`src/rtl/imm_packer.sv`:
```
// rtl/imm_packer.sv - packs signed immediates into LEGv8 D/CB/I fields and queues addressed words
// Optional macro IMM_SATURATE_EN: clamp out-of-range immediates instead of dropping them.
module imm_packer #(
  parameter int                 ADDR_W    = 64,
  parameter logic [ADDR_W-1:0]  BASE_ADDR = '0,
  parameter int                 DEPTH     = 2
) (
  input  logic              clk,
  input  logic              reset,
  input  logic              in_valid,
  output logic              in_ready,
  input  logic [1:0]        in_kind,
  input  logic [31:0]       in_base,
  input  logic [63:0]       in_imm,
  output logic              out_valid,
  input  logic              out_ready,
  output logic [31:0]       out_instr,
  output logic [ADDR_W-1:0] out_addr,
  output logic              err_pulse,
  output logic [7:0]        err_count
);

  localparam int PW = $clog2(DEPTH);
  localparam int CW = PW + 1;

  localparam logic [1:0] KIND_D  = 2'b00;
  localparam logic [1:0] KIND_CB = 2'b01;
  localparam logic [1:0] KIND_I  = 2'b10;

`ifdef IMM_SATURATE_EN
  localparam bit SAT_EN = 1'b1;
`else
  localparam bit SAT_EN = 1'b0;
`endif

  logic [31:0]       mem_instr [DEPTH];
  logic [ADDR_W-1:0] mem_addr  [DEPTH];
  logic [PW-1:0]     wr_ptr;
  logic [PW-1:0]     rd_ptr;
  logic [PW-1:0]     rd_nxt;
  logic [CW-1:0]     count;
  logic [ADDR_W-1:0] addr_cnt;

  logic              in_range;
  logic [8:0]        f_d;
  logic [18:0]       f_cb;
  logic [11:0]       f_i;
  logic [31:0]       packed_word;
  logic              acc;
  logic              push;
  logic              pop;

  // Field value is either the raw low bits or, when clamping, the signed extreme of the field.
  always_comb begin
    in_range    = 1'b1;
    f_d         = in_imm[8:0];
    f_cb        = in_imm[18:0];
    f_i         = in_imm[11:0];
    packed_word = in_base;
    case (in_kind)
      KIND_D: begin
        in_range = (&in_imm[63:8]) | ~(|in_imm[63:8]);
        if (SAT_EN && !in_range) f_d = {in_imm[63], {8{~in_imm[63]}}};
        packed_word = {in_base[31:21], f_d, in_base[11:0]};
      end
      KIND_CB: begin
        in_range = (&in_imm[63:18]) | ~(|in_imm[63:18]);
        if (SAT_EN && !in_range) f_cb = {in_imm[63], {18{~in_imm[63]}}};
        packed_word = {in_base[31:24], f_cb, in_base[4:0]};
      end
      KIND_I: begin
        in_range = (&in_imm[63:11]) | ~(|in_imm[63:11]);
        if (SAT_EN && !in_range) f_i = {in_imm[63], {11{~in_imm[63]}}};
        packed_word = {in_base[31:22], f_i, in_base[9:0]};
      end
      default: begin
        in_range    = 1'b1;
        packed_word = in_base;
      end
    endcase
  end

  assign in_ready  = (count < CW'(DEPTH));
  assign out_valid = (count != '0);
  assign acc       = in_valid && in_ready;
  assign push      = acc && (in_range || SAT_EN);
  assign pop       = out_valid && out_ready;
  assign rd_nxt    = rd_ptr + PW'(1);

  // Storage carries no reset; only entries between the pointers are ever observed.
  always_ff @(posedge clk) begin
    if (push) begin
      mem_instr[wr_ptr] <= packed_word;
      mem_addr[wr_ptr]  <= addr_cnt;
    end
  end

  always_ff @(posedge clk or negedge reset) begin
    if (!reset) begin
      count     <= '0;
      wr_ptr    <= '0;
      rd_ptr    <= '0;
      addr_cnt  <= BASE_ADDR;
      out_instr <= '0;
      out_addr  <= '0;
      err_pulse <= 1'b0;
      err_count <= '0;
    end else begin
      if (push) begin
        wr_ptr   <= wr_ptr + PW'(1);
        addr_cnt <= addr_cnt + ADDR_W'(4);
      end
      if (pop) rd_ptr <= rd_nxt;

      case ({push, pop})
        2'b10:   count <= count + CW'(1);
        2'b01:   count <= count - CW'(1);
        default: count <= count;
      endcase

      // Head registers: refill from the next entry on pop, or from the input when it lands in an empty slot.
      if (pop) begin
        if (count > CW'(1)) begin
          out_instr <= mem_instr[rd_nxt];
          out_addr  <= mem_addr[rd_nxt];
        end else if (push) begin
          out_instr <= packed_word;
          out_addr  <= addr_cnt;
        end
      end else if (push && count == '0) begin
        out_instr <= packed_word;
        out_addr  <= addr_cnt;
      end

      err_pulse <= acc && !in_range;
      if (acc && !in_range && err_count != 8'hFF) err_count <= err_count + 8'd1;
    end
  end

endmodule

```
`config.mk`:
```
export PLATFORM = sky130hd
export DESIGN_NAME = imm_packer
export DESIGN_NICKNAME = d
export VERILOG_FILES = /design/src/rtl/imm_packer.sv
export SDC_FILE = /design/constraint.sdc
export NUM_CORES = 1
export LEC_CHECK = 0
export CAP_MARGIN = 10
export CORE_ASPECT_RATIO = 1.5
export CORE_MARGIN = 5
export CORE_UTILIZATION = 50
export CTS_CLUSTER_DIAMETER = 150
export DETAILED_ROUTE_END_ITERATION = 10
export GPL_TIMING_DRIVEN = 0
export PLACE_DENSITY = 0.77
export SLEW_MARGIN = 20
export SYNTH_ARGS = -nofsm -noshare
export SYNTH_HDL_FRONTEND = slang
export SYNTH_SLANG_ARGS = --single-unit
export TNS_END_PERCENT = 20
```
`constraint.sdc`:
```
create_clock -name clk -period 5.9 [get_ports clk]
set_input_delay 1.475 -clock clk [delete_from_list [all_inputs] [get_ports clk]]
set_output_delay 1.475 -clock clk [all_outputs]
set_load 0.02 [all_outputs]
```
==> metrics.txt <==
status=finished clean; H-tree depth=2; post-route insts no fill=1825; Die Area=between 0.03 and 0.04 mm2; Initial Util=about half; worst hold stages=0; Critical Path Stages=15; Lkg Pwr=7.65 nW; Max rail drop VDD=~0.31 mV; pwr/cell area=around 430 mW/mm2; setup slack after layout=367 ps; largest family of logic cells by synthesized area=multiplexers; # diodes=0; grt total ovfl=0; total of max-cap violations=0; Worst-Skew Late Latency=around 520 ps; First-pass DRT Iterations=5; Tcrit/Tclk final=93.8%; multiplexer share of the synthesized area=about 15%; Mapped Cells=approximately 1.2k; Max Buffers Root-to-Sink=3; Post-DRT Antenna Nets=0; DR vias/cell=between 5 and 6; Post-synth EDFFs=around 190; Final min period=between 5000 and 6000 ps; register area share after synthesis=64.1%; Yosys Warn Count=0; Bufs and invs on worst path=5; Die X=around 150 um; Simple-Gate Fraction of Synth Area=about a tenth; final hold vios=0; Pins Over Slew Limit=0; post-CTS resize count=0; syn avg cell area=about 13 um2; CP startpoint kind=primary input; FFs w/ async S/R, synth=between 40% and 50%; share of cells above drive strength 1=13.3%; GP Congestion=between 0.8 and 0.9; complex-gate fraction of the synthesized area=~3.8%; Nets=1507; Synth Area in XOR/XNOR=between 4 and 5%; worst-path cell chain=clkdlybuf4s50_1, nor4_1, nand4_1, or3_4, nor3_1, o21ai_1, a21oi_1, clkbuf_1, inv_1, ha_1, o21ai_0, o21ai_1, buf_2, buf_2, mux2_2; Overall Global Routing Usage=between 20 and 25%; initial antenna violation count=0; CP Class=in2reg; WP data required=around 6300 ps; Netlist cell types=43; worst slew pin tran=817 ps; Sink Count=357; Buffers on Ports=205; Primary FF master, synth=edfxtp_1; Post-DP HPWL=roughly 25 mm; vias in the first global route=10.5k; Site Rows=78; final WL=35.7 mm; Setup Buffers After CTS=0; worst reg2reg path depth=9; commonest non-fill, non-tap cell in the layout=clkdlybuf4s50_1; Crit Path Max Fanout=10; Place WS=-129 ps; total CTS buffers=34; first-pass GRT wire length=around 57 mm; Worst path slowest cell=clkbuf_1; placed cell count=~1.8k; Top delay family on crit path=buffers and inverters; Die Ht=about 230 um; Critical Path Max Stage Delay=between 500 and 600 ps; CTS tree=yes; Peak Freq=181 MHz; Post-CTS Hold Buffers=0; top cells by area, synth=edfxtp_1 37%, dfrtp_1 27%, mux2_2 7.0%, mux2i_1 6.8%, a21oi_1 3.0%; Synth top area share=a little over a third; slew margin rel.=a little under half; Synth Area in Adders=less than 1%; setup violators final=0; most frequent cells in the layout=204 x clkdlybuf4s50_1, 188 x edfxtp_1, 169 x dfrtp_1, 104 x mux2i_1, 97 x nor2_1; area delta synth->final=25.0%; root buf cell=clkbuf_16; post-synthesis sequential element count=357; leading area contributor after synthesis=edfxtp_1; DR iter-0 viols=509; # DRC=0; Post-Syn Area=around 0.015 mm2; HP Class=reg2reg; DR vias=~10k; largest net degree at the start of global routing=90; Setup crit end kind=register; clock skew=~12 ps; Core ar.=0.0304 mm2; per-cell routed wire length=19.6 um; RSZ-0062 raised after global routing=no; Boundary Pins=209; WP data arrival=5930 ps; Worst-path clk slew=about 70 ps
[metal layers]
layer	vias to the layer above	wire length, um	GRT usage (%)
li1	4712	-	-
met1	4987	13600	24.4
met2	226	19400	37.7
met3	77	1440	3.05
met4	0	1320	7.67
met5	-	0	0
[synthesized netlist by cell type, types with 15 or more instances]
cell and instances:
xnor2_1 46, clkbuf_1 47, xor2_1 25, nand4_1 36, and3_1 15, nand2_1 40
mux2_2 96, a21oi_1 93, edfxtp_1 188, nor2_1 98, nor3_1 26, dfrtp_1 169
nor4_1 24, mux2i_1 104, nand3_1 29, inv_1 24
[report_power, final]
group          total [mW]  internal (mW)  switching (mW)  leakage (nW)
Combinational        2.76           1.29            1.47          3.14
Clock                2.19           1.26           0.927         0.548
Sequential           3.27           3.04           0.231          3.97
Total                8.21           5.59            2.62          7.65
[cell type report]
cell class / count / area [um2]
tap: 400 / 500
sequential: 357 / 9870
clock buffer: 46 / 980
multi-input combinational: 708 / 5200
buffer: 63 / 263
fill: 2326 / 11100
timing repair buffer: 212 / 2230
inverter: 24 / 90.1
clock inverter: 15 / 133
[stage by stage]
stage	setup TNS, ps	utilization [%]	power [mW]	hold WS, ps	cell area, um2
after floorplan	0	-	4.87	440	15400
after global placement	-990730	59.2	6.02	455	18000
after CTS	0	63.5	8.29	479	19300
after detailed placement	-4670	59.8	6.08	463	18200
after global routing	0	63.5	8.59	488	19300
final	0	63.5	8.21	472	19300
[path summary, 6_finish.rpt]
kind                                           from                         to  slack, ps
max in group asynchronous                     reset   out_addr[32]$_DFFE_PN0P_       4120
hold / removal             addr_cnt[24]$_DFFE_PN0P_  mem_addr[0][24]$_DFFE_PP_        470
hold reg to reg            addr_cnt[24]$_DFFE_PN0P_  mem_addr[0][24]$_DFFE_PP_        470
setup reg to reg               count[1]$_DFFE_PN0P_    out_addr[3]$_DFFE_PN0P_       2360
min in group asynchronous                     reset   out_instr[1]$_DFFE_PN0P_        730
setup / recovery                         in_imm[57]   out_addr[60]$_DFFE_PN0P_        370
[registers in the layout (all words and copies together), names as in the netlist]
signal     count
addr_cnt      62
count          2
err_count      8
err_pulse      1
mem_addr     124
mem_instr     64
out_addr      62
out_instr     32
rd_ptr         1
wr_ptr         1
[kinds of logic after synthesis]
group | after synthesis
other | 1
buffers and inverters | 87
DFF | 357
adders and majority gates | 5
muxes | 209
AOI/OAI and AO/OA | 112
and+or+nand+nor | 309
xor gates and xnor gates | 71
Note: power is estimated with default switching activity, not from simulation.
